$ cat src/rtl/ls245_bus_ctrl.sv
// Bus-cycle sequencer for an ls245 transceiver: SETUP -> ACTIVE (OE low) -> RECOVER -> IDLE,
// so direction only ever changes while the transceiver is disabled.
module ls245_bus_ctrl #(
  parameter int HOLD_CYCLES = 2,
  parameter int TURN_CYCLES = 1
) (
  input  logic       clk_i,
  input  logic       rst_i,
  input  logic       req_i,
  input  logic       wr_i,
  input  logic [7:0] wdata_i,
  input  logic [7:0] a_in_i,
  output logic [7:0] a_out_o,
  output logic       a_en_o,
  output logic       dir_o,
  output logic       oe_o,
  output logic [7:0] rdata_o,
  output logic       ack_o,
  output logic       busy_o,
  output logic [1:0] state_o
);

  localparam int MAX_C = (HOLD_CYCLES > TURN_CYCLES) ? HOLD_CYCLES : TURN_CYCLES;
  localparam int CW    = (MAX_C > 1) ? $clog2(MAX_C) : 1;

  typedef enum logic [1:0] {
    S_IDLE    = 2'd0,
    S_SETUP   = 2'd1,
    S_ACTIVE  = 2'd2,
    S_RECOVER = 2'd3
  } state_t;

  state_t        state_q;
  logic [CW-1:0] cnt_q;
  logic [7:0]    a_out_q;
  logic [7:0]    rdata_q;
  logic          a_en_q;
  logic          dir_q;
  logic          oe_q;
  logic          ack_q;
  logic          busy_q;

  always_ff @(posedge clk_i) begin
    if (rst_i) begin
      state_q <= S_IDLE;
      cnt_q   <= '0;
      a_out_q <= 8'h00;
      rdata_q <= 8'h00;
      a_en_q  <= 1'b0;
      dir_q   <= 1'b0;
      oe_q    <= 1'b1;
      ack_q   <= 1'b0;
      busy_q  <= 1'b0;
    end else begin
      case (state_q)
        S_IDLE: begin
          oe_q   <= 1'b1;
          a_en_q <= 1'b0;
          ack_q  <= 1'b0;
          if (req_i) begin
            state_q <= S_SETUP;
            dir_q   <= wr_i;
            a_out_q <= wdata_i;
            a_en_q  <= wr_i;
            busy_q  <= 1'b1;
          end
        end
        S_SETUP: begin
          state_q <= S_ACTIVE;
          oe_q    <= 1'b0;
          cnt_q   <= CW'(HOLD_CYCLES - 1);
        end
        S_ACTIVE: begin
          if (cnt_q == '0) begin
            // Read data is captured on the same edge that raises OE.
            state_q <= S_RECOVER;
            oe_q    <= 1'b1;
            a_en_q  <= 1'b0;
            if (!dir_q) rdata_q <= a_in_i;
            cnt_q   <= CW'(TURN_CYCLES - 1);
            ack_q   <= (TURN_CYCLES == 1);
          end else begin
            cnt_q <= cnt_q - 1'b1;
          end
        end
        S_RECOVER: begin
          if (cnt_q == '0) begin
            state_q <= S_IDLE;
            ack_q   <= 1'b0;
            busy_q  <= 1'b0;
          end else begin
            cnt_q <= cnt_q - 1'b1;
            ack_q <= (cnt_q == CW'(1));
          end
        end
        default: state_q <= S_IDLE;
      endcase
    end
  end

  assign a_out_o = a_out_q;
  assign a_en_o  = a_en_q;
  assign dir_o   = dir_q;
  assign oe_o    = oe_q;
  assign rdata_o = rdata_q;
  assign ack_o   = ack_q;
  assign busy_o  = busy_q;
  assign state_o = state_q;

endmodule
$ cat config.mk
export PLATFORM = sky130hd
export DESIGN_NAME = ls245_bus_ctrl
export DESIGN_NICKNAME = d
export VERILOG_FILES = /design/src/rtl/ls245_bus_ctrl.sv
export SDC_FILE = /design/constraint.sdc
export NUM_CORES = 1
export LEC_CHECK = 0
export ABC_CLOCK_PERIOD_IN_PS = 1720
export BUFFER_PORTS_ARGS = -buffer_cell sky130_fd_sc_hd__buf_2
export CAP_MARGIN = 15
export CORE_MARGIN = 5
export CORE_UTILIZATION = 46
export DETAILED_ROUTE_END_ITERATION = 6
export PLACE_DENSITY_LB_ADDON = 0.2
export SKIP_CTS_REPAIR_TIMING = 1
export SYNTH_ARGS = -nofsm -noshare
export SYNTH_HDL_FRONTEND = slang
export SYNTH_SLANG_ARGS = --single-unit
$ cat constraint.sdc
create_clock -name clk_i -period 1.72 [get_ports clk_i]
set_input_delay 0.258 -clock clk_i [delete_from_list [all_inputs] [get_ports clk_i]]
set_output_delay 0.258 -clock clk_i [all_outputs]
set_load 0.005 [all_outputs]
Word level (Yosys, flattened, before mapping)
Cells that the tools add are included.
Cells by class
  reduce and logical (&&, ||, !) cells: 14
  equality and inequality tests: 6
  add/subtract/negate cells: 1
  bitwise logic cells: 2
  muxes and demuxes: 15
Operator list (count)
  AND reduction 3 bit: 3
  case mux 2 bit (4 select lines): 1
  AND reduction 2 bit: 4
  two-way mux 1 bit: 6
  two-way mux 2 bit: 3
  inequality test 2 bit (second input constant): 3
  case mux 1 bit (2 select lines): 3
  case mux 1 bit (3 select lines): 2
  nonzero test 2 bit: 3
  nonzero test 3 bit: 2
  equality test 2 bit (second input constant): 2
  equality test 2 x 1 -> 1 bit (second input constant): 1
  zero test 2 bit: 1
  inverter 1 bit: 2
  OR reduction 2 bit: 1
  subtractor 1 bit (second input constant): 1
Storage, ports and cells
  output and inout bits: 23
  bits of input ports: 20
  bits in registers: 24

Depth between registers and ports, before layout
Gate-level depths: netlist (run 1).
  depth in word-level cells: 3
  gate-level depth with buffers: 6
  depth with buffers taken out: 5

Worst setup path before layout (run 1)
Ideal clock, no wire load.
  kind: flip-flop to flip-flop
  from: register state_q[0], in the netlist state_o[0]
  to: register a_en_q, in the netlist a_en_o
  stages on the path, launching flop included: 6
  data required time: 1654 ps
  arrival time: 1330 ps
  setup slack: 324 ps
  path buffers: 0
  period minus slack after synthesis: 1396 ps
  setup time: 66 ps
  cell sequence: dfxtp_1 -> inv_1 -> ha_1 -> nand2b_1 -> a211o_1 -> a21oi_2
On the way
  word-level cells in the longest chain between the ends: 3
  elaborated cells between the ends (all ways): 6
  classes of those cells: eq/ne: 2; mux: 1; reduce/logical: 3
RTL lines
  start, declared: line 33  | state_t state_q;
  start signal, assigned: line 45  | state_q <= S_IDLE;
  start signal, assigned: line 61  | state_q <= S_SETUP;
  start signal, assigned: line 69  | state_q <= S_ACTIVE;
  equality test 2 bit or zero test 2 bit (tied branches): line 55  | case (state_q)
  inequality test 2 bit (no source line) or nonzero test 2 bit (tied branches)
  AND reduction 2 bit (no source line)
  end signal, assigned: line 64  | a_en_q <= wr_i;
  end, declared: line 37  | logic a_en_q;
Several ways; a longest one is shown, not always the timed one.
A chain may end at the register's enable or synchronous reset.

Final worst setup path (run 1)
  from: register state_q[1], in the netlist state_o[1]
  to: register rdata_q[1], in the netlist rdata_o[1]
On the way
  word-level cells in the longest chain between the ends: 2
RTL lines
  equality test 2 bit: line 55
  AND reduction 3 bit (no source line)
  end signal, assigned: line 79  | if (!dir_q) rdata_q <= a_in_i;
  end, declared: line 36  | logic [7:0] rdata_q;
Every way passes these cells.

==> results_dict.tcl, run 1 <==
set metrics [dict create \
    synth_top_family_by_area "simple AND/OR/NAND/NOR gates" \
    num_rows 17 \
    chipWidth_um 57.8 \
    avgRoutedWirePerCell_um 11.8 \
    synth_cell_types 22 \
    rsz0062_at_grt "false" \
    dieArea_um2 3340 \
    cts_buffers 3 \
    cts_max_level 1 \
    drv_slew 0 \
    clk_pin_slew_ns 0.13 \
    maxCapViolCount 0 \
    fin_worst_skew_ns 0.00213 \
    min_path_type "in2reg" \
    numPortBuffers 42 \
    finalHoldViolCount 0 \
    drtIter0Drc 12 \
    synth_mux_area_frac 0.0858 \
    synth_seq_cells 24 \
    setup_ws_ns 0.258 \
    area_delta_synth_final_pct 27.8 \
    status "complete, no violations" \
    mostFrequentLayoutCells "buf_2, dfxtp_1, a21oi_1" \
    p_leak_nw 0.634 \
    post-route-period-util 0.850 \
    antennaDiodeCount 0 \
    post_dp_cell_area_um2 1270 \
    yosys.area_share.simple 0.174 \
    drive_gt1_frac 0.342 \
    power_mw 2.13 \
    netlist_area_um2 1050 \
    gp_congestion 0.743 \
    grt_pass1_wl_um 3660 \
    ys_warn_count 0 \
    drt-total-wl_um 2200 \
    syn_inst 115 \
    cp-end-kind "flop" \
    die_h_um 57.8 \
    relSlewSlack 0.707 \
    root_buffer "clkbuf_4" \
    cp.required_ns 1.92 \
    synthAdderAreaFrac 0.0834 \
    ir_drop_uv 900 \
    finalNonFillerCells 186 \
    grt_usage 0.136 \
    power_density_nw_per_um2 1590 \
    fin_crit_ns 1.46 \
    cts_buffer_depth 2 \
    grt_max_degree 26 \
    pre_cts_ws_ns -0.0855 \
    synth_compound_area_frac 0.137 \
    dr_total_vias 893 \
    via_per_inst 4.80 \
    start_util 0.479 \
    cts.sinks 24 \
    ys_seq_area_frac 0.458 \
    io_pins 43 \
    startpoint_type "flop" \
    drc 0 \
    overflow 0 \
    antenna_found_initial 0 \
    synthesis.nets 142 \
    final_cell_area_um2 1340 \
    worstPathArrival_ns 1.66 \
    fmax_mhz 684 \
    worst_pin_slew_ns 0.440 \
    final_common_cell "buf_2" \
    core_um2 2190 \
    cp_max_fo 7 \
    synth_area_per_cell_um2 9.13 \
    cts_tree "done" \
    nets 186 \
    finalSetupViolCount 0 \
    first_pass_iters 3 \
    synth-xor-area-share 0 \
    postRouteAntennaNets 0 \
    timing_worst_setup_path_type "reg2reg" \
    grt_pass1_vias 863 \
    worstSkewPairLatency_ns 0.31 \
    post-place-cells 180 \
    post-route-util 0.612 \
]
## metal layers
metal  global-route usage  routed length, um  up-vias
li1                     -                  -      475
met1                0.162               1010      397
met2                0.234               1030       19
met3               0.0334                142        2
met4               0.0497                 17        0
met5                    0                  0        -
## worst max-delay path, cell delays in order (launching register included)
cell	delay [ns]
dfxtp_1	0.46
ha_1	0.23
nor3b_4	0.20
buf_4	0.21
mux2i_1	0.19
nor2_1	0.05
## logic make-up after synthesis
family | after synthesis
buffers and inverters | 12
flip-flops | 24
AO/OA/AOI/OAI | 23
multiplexers | 9
AND/OR/NAND/NOR | 40
adder cells (fa/ha/maj) | 7
## cell type report
| cell class | count | area, um^2 |
|---|---|---|
| inverters | 4 | 15.0 |
| repair buffers | 47 | 248 |
| clock inverters | 1 | 30.0 |
| well taps | 28 | 35.0 |
| fillers | 202 | 850 |
| clock buffers | 3 | 22.5 |
| flip-flops and latches | 24 | 480 |
| multi-input cells | 79 | 510 |
## stage by stage
stage	hold WS (ns)	setup TNS (ns)
finish	0.179	0
global route	0.163	0
CTS	0.176	-0.656
detailed placement	0.446	-0.350
global placement	0.438	0
floorplan	0.405	0
## synthesized netlist by cell type (all sizes together)
cell type  number  share of area
o211ai          1         0.0072
o21a            2          0.014
nor2           12          0.043
ha              7          0.083
o32ai           1         0.0083
nor3b           1          0.012
dfxtp          24           0.46
mux2i           9          0.086
nand2          12          0.043
inv             4          0.014
a21o            1         0.0083
a211oi          1         0.0072
nand2b          4          0.024
clkbuf          2         0.0072
nand3          10          0.048
a21oi          14          0.070
buf             6          0.041
nor3            1         0.0048
o21ai           1         0.0048
a211o           2          0.017
## state kept, by name (all words and copies together), names as in the netlist
signal,count
a_en_o,1
a_out_o,8
ack_o,1
busy_o,1
cnt_q,1
dir_o,1
oe_o,1
rdata_o,8
state_o,2
## where the power goes
part	switching [mW]	internal, mW	leakage, nW
logic	0.471	0.445	0.410
registers	0.113	0.701	0.196
clock network	0.165	0.235	0.0279
## worst paths after layout
check,start,endpoint,slack (ns),depth (start not counted)
worst min-delay path,a_in_i[2],rdata_o[2]$_SDFFE_PP0P_,0.18,3
worst max register to register,state_o[1]$_SDFFE_PP0P_,rdata_o[1]$_SDFFE_PP0P_,0.26,5
worst max-delay path,state_o[1]$_SDFFE_PP0P_,rdata_o[1]$_SDFFE_PP0P_,0.26,5
worst min register to register,a_out_o[6]$_SDFFE_PP0P_,a_out_o[6]$_SDFFE_PP0P_,0.46,2
(Power assumes the default switching activity.)
==> run 2, diff against run 1 <==
Settings changed: RECOVER_POWER set to 100, SKIP_LAST_GASP set to 1.
==> results_dict.tcl, run 2 (synthesis results as in run 1) <==
set metrics [dict create \
    status "complete, no violations" \
    cts_buffers 3 \
    r2r_setup_slack_ns 0.24 \
    grt_pass1_wl_um 3660 \
    fillers 212 \
    gp_congestion 0.743 \
    post-route-period-util 0.862 \
    via_per_inst 4.87 \
    chipWidth_um 57.8 \
    io_pins 43 \
    final_cell_area_um2 1320 \
    grt_usage 0.136 \
    startpoint_type "flop" \
    r2r-start "state_o[0]$_SDFFE_PP0P_" \
    grt_max_degree 26 \
    nets 186 \
    fin_crit_ns 1.48 \
    cp.required_ns 1.96 \
    area_delta_synth_final_pct 26.0 \
    cts_tree "done" \
    root_buffer "clkbuf_4" \
    seqCellArea_um2 480 \
    min_from "a_in_i[2]" \
    worstSkewPairLatency_ns 0.30 \
    relSlewSlack 0.715 \
    reg2regPathDepth 5 \
    die_h_um 57.8 \
    drc 0 \
    dr_total_vias 906 \
    setup_ws_ns 0.237 \
    drive_gt1_frac 0.285 \
    start_util 0.479 \
    cts.sinks 24 \
    fmax_mhz 674 \
    numPortBuffers 42 \
    post_dp_cell_area_um2 1270 \
    drtIter0Drc 18 \
    drv_slew 0 \
    cts_max_level 1 \
    fin_worst_skew_ns 0.00128 \
    ir_drop_uv 891 \
    post-route-util 0.604 \
    clk_pin_slew_ns 0.13 \
    r2r_end "state_o[1]$_SDFFE_PP0P_" \
    cp-end-kind "flop" \
    worst_pin_slew_ns 0.427 \
    dieArea_um2 3340 \
    grt_pass1_vias 863 \
    timing_worst_setup_path_type "reg2reg" \
    rsz0062_at_grt "false" \
    mostFrequentLayoutCells "buf_2, dfxtp_1, a21oi_1" \
    drt-total-wl_um 2210 \
    antenna_found_initial 0 \
    finalSetupViolCount 0 \
    whs_endpoint "rdata_o[2]$_SDFFE_PP0P_" \
    core_um2 2190 \
    min_path_cells 3 \
    final_common_cell "buf_2" \
    num_rows 17 \
    first_pass_iters 3 \
    p_leak_nw 0.603 \
    finalHoldViolCount 0 \
    avgRoutedWirePerCell_um 11.9 \
    postRouteAntennaNets 0 \
    power_density_nw_per_um2 1580 \
    min_path_type "in2reg" \
    timing.hold.ws_ns 0.179 \
    cp_max_fo 6 \
    maxCapViolCount 0 \
    pre_cts_ws_ns -0.0855 \
    multi_input_area_um2 507 \
    antennaDiodeCount 0 \
    overflow 0 \
    cts_buffer_depth 2 \
    worstPathArrival_ns 1.73 \
]
==> run 2: changes by cell type in the layout (fill, tap and decap cells not counted) <==
cell	previous run	this run
clkbuf_1	0	8
buf_2	42	35
a21oi_1	13	14
a21oi_2	1	0
clkbuf_2	0	1
buf_4	5	3
==> run 2: layout make-up <==
| class | instances | area share |
|---|---|---|
| multi-input cells | 79 | 0.383 |
| flip-flops and latches | 24 | 0.363 |
| repair buffers | 47 | 0.176 |
| well taps | 28 | 0.0265 |
| clock inverters | 1 | 0.0227 |
| clock buffers | 3 | 0.0170 |
| inverters | 4 | 0.0114 |
==> run 2: metal layers <==
layer	track usage	share of wire
met5	0	0
met1	0.162	0.45
met3	0.0334	0.066
met2	0.234	0.47
met4	0.0497	0.0072
==> run 2: power by group <==
group | internal, mW | leakage [nW] | switching [mW]
clock | 0.235 | 0.0279 | 0.164
combinational | 0.412 | 0.379 | 0.470
sequential | 0.701 | 0.196 | 0.112
==> run 2: worst max-delay path: stages (launching register included) <==
cell,delay (ns)
dfxtp_1,0.33
clkbuf_1,0.16
ha_1,0.29
o21a_1,0.20
a21oi_1,0.22
mux2i_1,0.22
==> run 2: worst max-delay path by stage <==
stage	slack, ns	from	depth (start not counted)	end
after floorplan	0.32	state_o[0]$_SDFFE_PP0P_	5	a_en_o$_SDFFE_PP0P_
after global placement	0.06	state_o[1]$_SDFFE_PP0P_	4	rdata_o[3]$_SDFFE_PP0P_
after detailed placement	-0.09	state_o[1]$_SDFFE_PP0P_	4	rdata_o[7]$_SDFFE_PP0P_
after CTS	-0.12	state_o[1]$_SDFFE_PP0P_	4	rdata_o[7]$_SDFFE_PP0P_
after global routing	0.08	state_o[0]$_SDFFE_PP0P_	5	state_o[1]$_SDFFE_PP0P_
final	0.24	state_o[0]$_SDFFE_PP0P_	5	state_o[1]$_SDFFE_PP0P_
==> run 2: per-stage QoR <==
stage	cells	total power, mW	TNS [ns]
after CTS	184	2.11	-0.656
after detailed placement	180	1.71	-0.350
after global placement	180	1.68	0
after floorplan	115	1.45	0
after global routing	186	2.27	0
final	186	2.10	0
